**src/rtl/encoder4to2_pkg.sv**
```systemverilog
// Shared widths, index type and reference priority encoder for the 4-to-2 encoder family.
package encoder4to2_pkg;

  localparam int IN_W  = 4;
  localparam int OUT_W = 2;

  typedef logic [OUT_W-1:0] enc_idx_t;

  // Highest set bit wins; an all-zero vector also returns 0, so callers need any-set to tell it from bit 0.
  function automatic enc_idx_t prio_encode(logic [IN_W-1:0] req);
    enc_idx_t idx;
    if (req[3])      idx = 2'b11;
    else if (req[2]) idx = 2'b10;
    else if (req[1]) idx = 2'b01;
    else             idx = 2'b00;
    return idx;
  endfunction

endpackage

```
**src/rtl/encoder4to2_core.sv**
```systemverilog
// Purpose: combinational 4-to-2 priority encoder, bit 3 highest priority, with an any-set flag.
// Latency: 0 cycles.
// Backpressure: none; the result follows the request vector continuously.
module encoder4to2_core
  import encoder4to2_pkg::*;
(
  input  logic [IN_W-1:0]  in,
  output logic [OUT_W-1:0] idx,
  output logic             any_set
);

  always_comb begin
    idx = 2'b00;
    if (in[3])      idx = 2'b11;
    else if (in[2]) idx = 2'b10;
    else if (in[1]) idx = 2'b01;
    else            idx = 2'b00;
  end

  assign any_set = |in;

endmodule

```
**src/rtl/encoder4to2_ifelse.sv**
```systemverilog
// Purpose: 4-to-2 priority encoder with valid flag; optional multi-hot err (ENCODER4TO2_MULTI_HOT_ERR_EN).
// Latency: 1 cycle with REG_OUT=1, 0 cycles with REG_OUT=0.
// Backpressure: none; a new result is produced every cycle and is never stalled.
module encoder4to2_ifelse
  import encoder4to2_pkg::*;
#(
  parameter bit REG_OUT = 1'b1
) (
  input  logic             clk,
  input  logic             rst,
  input  logic [IN_W-1:0]  in,
  output logic [OUT_W-1:0] out,
  output logic             valid
`ifdef ENCODER4TO2_MULTI_HOT_ERR_EN
  ,
  output logic             err
`endif
);

  logic [OUT_W-1:0] idx;
  logic             any_set;

  encoder4to2_core u_core (
    .in      (in),
    .idx     (idx),
    .any_set (any_set)
  );

`ifdef ENCODER4TO2_MULTI_HOT_ERR_EN
  // Clearing the lowest set bit leaves something only when two or more bits were set.
  logic multi_hot;
  assign multi_hot = |(in & (in - 4'd1));
`endif

  if (REG_OUT) begin : g_reg
    always_ff @(posedge clk or posedge rst) begin
      if (rst) begin
        out   <= 2'b00;
        valid <= 1'b0;
      end else begin
        out   <= idx;
        valid <= any_set;
      end
    end

`ifdef ENCODER4TO2_MULTI_HOT_ERR_EN
    always_ff @(posedge clk or posedge rst) begin
      if (rst) err <= 1'b0;
      else     err <= multi_hot;
    end
`endif
  end else begin : g_comb
    // Pass-through build: clock and reset are intentionally left without a load.
    logic unused_clk_rst;
    assign unused_clk_rst = clk ^ rst;

    assign out   = idx;
    assign valid = any_set;
`ifdef ENCODER4TO2_MULTI_HOT_ERR_EN
    assign err   = multi_hot;
`endif
  end

endmodule

```
**config.mk**
```make
export PLATFORM = sky130hd
export DESIGN_NAME = encoder4to2_ifelse
export DESIGN_NICKNAME = d
export VERILOG_FILES = /design/src/rtl/encoder4to2_pkg.sv /design/src/rtl/encoder4to2_core.sv /design/src/rtl/encoder4to2_ifelse.sv
export SDC_FILE = /design/constraint.sdc
export NUM_CORES = 1
export LEC_CHECK = 0
export CAP_MARGIN = 20
export CORE_AREA = 2 2 39 41
export CTS_CLUSTER_DIAMETER = 120
export CTS_CLUSTER_SIZE = 10
export DETAILED_ROUTE_END_ITERATION = 16
export DIE_AREA = 0 0 41 43
export GPL_ROUTABILITY_DRIVEN = 0
export REMOVE_ABC_BUFFERS = 1
export SYNTH_ARGS = -nofsm -noshare
export SYNTH_HDL_FRONTEND = slang
export SYNTH_SLANG_ARGS = --single-unit
```
**constraint.sdc**
```tcl
create_clock -name clk -period 0.8 [get_ports clk]
set_input_delay 0.16 -clock clk [delete_from_list [all_inputs] [get_ports clk]]
set_output_delay 0.16 -clock clk [all_outputs]
set_load 0.03 [all_outputs]
```
Word-level counts from Yosys, hierarchy flattened
Cells that the tools add are included.
Storage, ports and cells
  logic and storage cells: 6
  memories: 0
  ROM bits: 0
  bits in writable memories: 0
  bits in latches: 0
  flip-flop bits (word level): 3
  input port bits: 6
  output and inout port bits: 3
Cells by class
  equality and inequality tests: 0
  add/sub/neg operators: 0
  muxes and demuxes: 3
  multipliers: 0
  divide/modulo/power cells: 0
  bitwise gates (word level): 0
  reduce and logical (&&, ||, !) cells: 1
  shift operators: 0
  magnitude comparators: 0
Operator list (count)
  $mux W2: 2
  $reduce_or A4 Y1: 1
  $mux W1: 1

Longest topological paths before layout
  word-level depth: 3
  mapped depth: 2
  mapped depth without buffers: 2

By module
A second synthesis with hierarchy kept.
Second synthesis, totals
  cell total of the unflattened synthesis: 8
  area total of the unflattened synthesis: 102.6 µm²
Modules (own cells, without submodules)
  encoder4to2_ifelse: instances 1, area an instance 78.8 µm², cells an instance 4
  encoder4to2_core: instances 1, area an instance 23.8 µm², cells an instance 4

Least setup slack after synthesis
No wires, ideal clock.
  path type: in2reg
  from: input in[3]
  to: register valid
  path buffers: 0
  data arrival time: 0.662 ns
  setup time: 0.132 ns
  stages: 2
  slack: 0.006 ns
  cell sequence: or2_1 -> or3_1
Between the ends
  longest elaborated chain between the ends: 1
Ends and longest elaborated chain
  from (decl): RTL line encoder4to2_ifelse.sv:11  | input logic [IN_W-1:0] in,
  $reduce_or A4 Y1: RTL line encoder4to2_core.sv:20  | assign any_set = |in;
  named net any_set: RTL line encoder4to2_ifelse.sv:21  | logic any_set;
  to (signal assigned): RTL line encoder4to2_ifelse.sv:42  | valid <= any_set;
  to (decl): RTL line encoder4to2_ifelse.sv:13  | output logic valid
The timed path passes the listed nets, and every way through them passes these cells.

Worst setup path after layout
  from: register valid
  to: output valid
No word-level cell between the ends.

==> impl_table.tex <==
\begin{tabular}{lr}
\hline
Metric & Value \\
\hline
\multicolumn{2}{l}{\textbf{Logic synthesis}} \\
Count of different cell masters after synthesis & 5 \\
Mux share of post-synthesis cell area & 0\% \\
Part of the Yosys area used for sequential elements & between 70\% and 80\% \\
Area share of and/or/nand/nor cells after synthesis & between 10 and 15\% \\
Yosys warning total & 0 \\
Post-synthesis register bit count & 3 \\
XOR/XNOR Fraction of Synth Area & 0\% \\
Cell type contributing the most total cell area after synthesis & sky130\_fd\_sc\_hd\_\_dfrtp\_1 \\
Area contributors post-synth & sky130\_fd\_sc\_hd\_\_dfrtp\_1, sky130\_fd\_sc\_hd\_\_a21o\_1, sky130\_fd\_sc\_hd\_\_inv\_1 \\
Count of mapped cells out of synthesis & 8 \\
Proportion of netlist area held by the largest area contributor & roughly 73\% \\
Post-synthesis cell area & roughly 100 µm² \\
Per-instance average area after synthesis & roughly 13 µm² \\
Main combinational cell family by area after synthesis & simple AND/OR/NAND/NOR gates \\
Adder-cell share of the synthesized area & 0\% \\
Area fraction in compound gates after synthesis & about 7.3\% \\
\multicolumn{2}{l}{\textbf{Cells and area}} \\
Final nets & 27 \\
Fill count & about 150 \\
Number of antenna cells inserted & 0 \\
Share of final-layout standard cells stronger than drive strength 1 & 30.00\% \\
Area growth from synthesis to layout & 128.0\% \\
Count of non-filler cells in the finished layout & 36 \\
\multicolumn{2}{l}{\textbf{Worst setup path}} \\
Arrival time of the worst setup path & 0.73 ns \\
Top Family by Delay on Critical Path & flip-flops \\
Startpoint kind of the worst setup timing path & flop \\
Category of the critical setup timing path & flop to output pin \\
Worst-path maximum fanout & 1 \\
Type of element capturing the critical path & output pin \\
Crit path depth & 1 \\
Largest stage delay, worst path & approximately 0.37 ns \\
Worst path cell trace & buf\_6 \\
Count of buffer and inverter cells on the critical path & 1 \\
Worst Path Required & roughly 0.64 ns \\
CP max stage cell & sky130\_fd\_sc\_hd\_\_dfrtp\_1 \\
\multicolumn{2}{l}{\textbf{Min path}} \\
Type of the tightest min-delay check & primary input to asynchronous set/reset pin \\
\multicolumn{2}{l}{\textbf{Power}} \\
Pleak & roughly 0.11 nW \\
Proportion of power drawn by flip-flops and latches & between 30 and 40\% \\
Power density relative to cell area & approximately 2100 nW/µm² \\
Switching power as a share of total power & between 20\% and 30\% \\
Fraction of power consumed by the clock network & 54.2\% \\
NetSw & between 0.1 and 0.15 mW \\
Comb pwr share & around 13\% \\
Worst IR drop on VDD & 0.0007344 V \\
Cell-internal power & about 0.38 mW \\
\multicolumn{2}{l}{\textbf{Drt}} \\
Post-detailed-route count of antenna-violating nets & 0 \\
Remaining design rule violation count & 0 \\
WL per Instance & about 6.3 µm \\
Sum of routed wire length over all layers & about 230 µm \\
Vias per std cell & between 2 and 3 \\
DR vias & between 90 and 100 \\
Number of violations reported at the end of detailed-routing iteration 0 & 0 \\
Drt first pass iters & 1 \\
\multicolumn{2}{l}{\textbf{Global route}} \\
First-pass GRT wire length & around 350 µm \\
Maximum number of pins on one net before global-route repair & 4 \\
Vias in the first global route & 99 \\
Remaining Overflow, GRT & 0 \\
Antenna violations before repair & 0 \\
Global router's overall resource usage & under 10\% \\
\multicolumn{2}{l}{\textbf{STA}} \\
Max-slew violation count & 0 \\
Total negative slack for setup checks & -0.2695 ns \\
Hold Fails Final Rpt & 0 \\
Final cycle utilization of the critical path & 111.5\% \\
RSZ-0062 raised after global routing & true \\
Actual transition at the worst max-transition pin & between 0.1 and 0.15 ns \\
Slew Limit Headroom & between 90\% and 100\% \\
Min setup slack post-route & -0.09193 ns \\
Setup violation total in the final timing report & 3 \\
Achievable clock frequency & $\sim$1100 MHz \\
Final critical delay including setup and external delays & 0.8919 ns \\
\multicolumn{2}{l}{\textbf{Clock network}} \\
Number of buffers added by the clock tree synthesis step & 3 \\
CTS tree & done \\
Clock transition at the register clock pins on the worst setup and hold paths after CTS & around 0.040 ns \\
CTS sink count & 3 \\
Hold Buf Count CTS & 0 \\
Deepest clock path buffer count & 2 \\
H-Tree Level Count & 1 \\
Master cell of the clock root buffer & sky130\_fd\_sc\_hd\_\_clkbuf\_4 \\
\multicolumn{2}{l}{\textbf{Run status}} \\
Status & finished, violations left \\
Failing checks & negative setup slack \\
\multicolumn{2}{l}{\textbf{Die}} \\
Number of rows created at floorplan & 14 \\
Overall die area & between 1500 and 2000 µm² \\
Number of primary I/O pins & 9 \\
DIE WIDTH & about 40 µm \\
Starting density of the core & roughly 7.4\% \\
Placeable core region & around 1400 µm² \\
Vertical die dimension & about 43 µm \\
\multicolumn{2}{l}{\textbf{Flow run}} \\
Number of max-capacitance violations reported & 0 \\
\multicolumn{2}{l}{\textbf{Placed design}} \\
Placed cell count & 32 \\
Count of input and output buffers & 8 \\
\hline
\end{tabular}
==> synth_stat cells <==
| master | number |
|---|---|
| sky130_fd_sc_hd__inv_1 | 2 |
| sky130_fd_sc_hd__or2_1 | 1 |
| sky130_fd_sc_hd__or3_1 | 1 |
| sky130_fd_sc_hd__dfrtp_1 | 3 |
| sky130_fd_sc_hd__a21o_1 | 1 |
==> layout by cell type (no fill, tap or decap), drive strengths merged <==
master         count
a21o               1
buf                3
clkbuf             4
clkdlybuf4s15      2
clkdlybuf4s50      1
dfrtp              3
dlygate4sd2        1
dlymetal6s2s       1
inv                2
or2                1
or3                1
==> area by class of cell <==
type                    count  area (µm²)  share of cell area, %
repair buffers              8       85.08                  36.36
well taps                  16       20.02                  8.556
multi-input cells           3       20.02                  8.556
clock buffers               4       26.28                  11.23
flip-flops and latches      3       75.07                  32.09
inverters                   2       7.507                  3.209
==> registers in the layout (all words and copies together), names as in the netlist <==
| register | flops |
|---|---|
| out | 2 |
| valid | 1 |
==> cells by family (layout without fill, tap and decap cells) <==
group                  Yosys count  count (layout)
flip-flops                       3               3
AO/OA/AOI/OAI                    1               1
buffers and inverters            2              14
AND/OR/NAND/NOR                  2               2
==> what timing repair did <==
action,4_1_cts,5_1_grt
endpoints found under the setup margin,4,4
pin swaps,2,2
resized for setup,8,1
setup buffers,0,0
==> stage by stage <==
stage          hold WS [ns]  cell area (µm²)  utilization (%)  power (mW)  setup slack [ns]
2_1_floorplan      -0.08636            102.6                -      0.1870          0.006034
3_3_place_gp         0.3354            195.2            14.10      0.2248           -0.4291
3_5_place_dp         0.3628            195.2            14.10      0.2261           -0.4448
4_1_cts              0.1214            231.5            16.73      0.5015           -0.1050
5_1_grt              0.1253            234.0            16.91      0.5259           -0.1189
6_report             0.1162            234.0            16.91      0.4885          -0.09193
==> layer usage <==
layer	vias to the layer above	share of wire [%]	track usage [%]
met4	0	0	4.000
met1	35	44	3.883
met2	9	26	2.188
met5	-	0	0
li1	48	-	-
met3	0	29	5.759
==> power groups by stage <==
| stage | Sequential [mW] | Clock (mW) | Combinational (mW) |
|---|---|---|---|
| global route | 0.163 | 0.297 | 0.0658 |
| CTS | 0.163 | 0.275 | 0.0632 |
| global placement | 0.163 | 0 | 0.0616 |
| detailed placement | 0.163 | 0 | 0.0628 |
| finish | 0.163 | 0.265 | 0.0612 |
| floorplan | 0.178 | 0 | 0.00873 |
==> worst max path at each step <==
| stage | start | slack, ns | end |
|---|---|---|---|
| after floorplan | in[3] | 0.006 | valid |
| after global placement | in[3] | -0.43 | valid |
| after detailed placement | in[3] | -0.44 | valid |
| after CTS | valid | -0.11 | valid |
| after global routing | out[0] | -0.12 | out[0] |
| final | valid | -0.09 | valid |
Power figures use the tool's default switching activity.
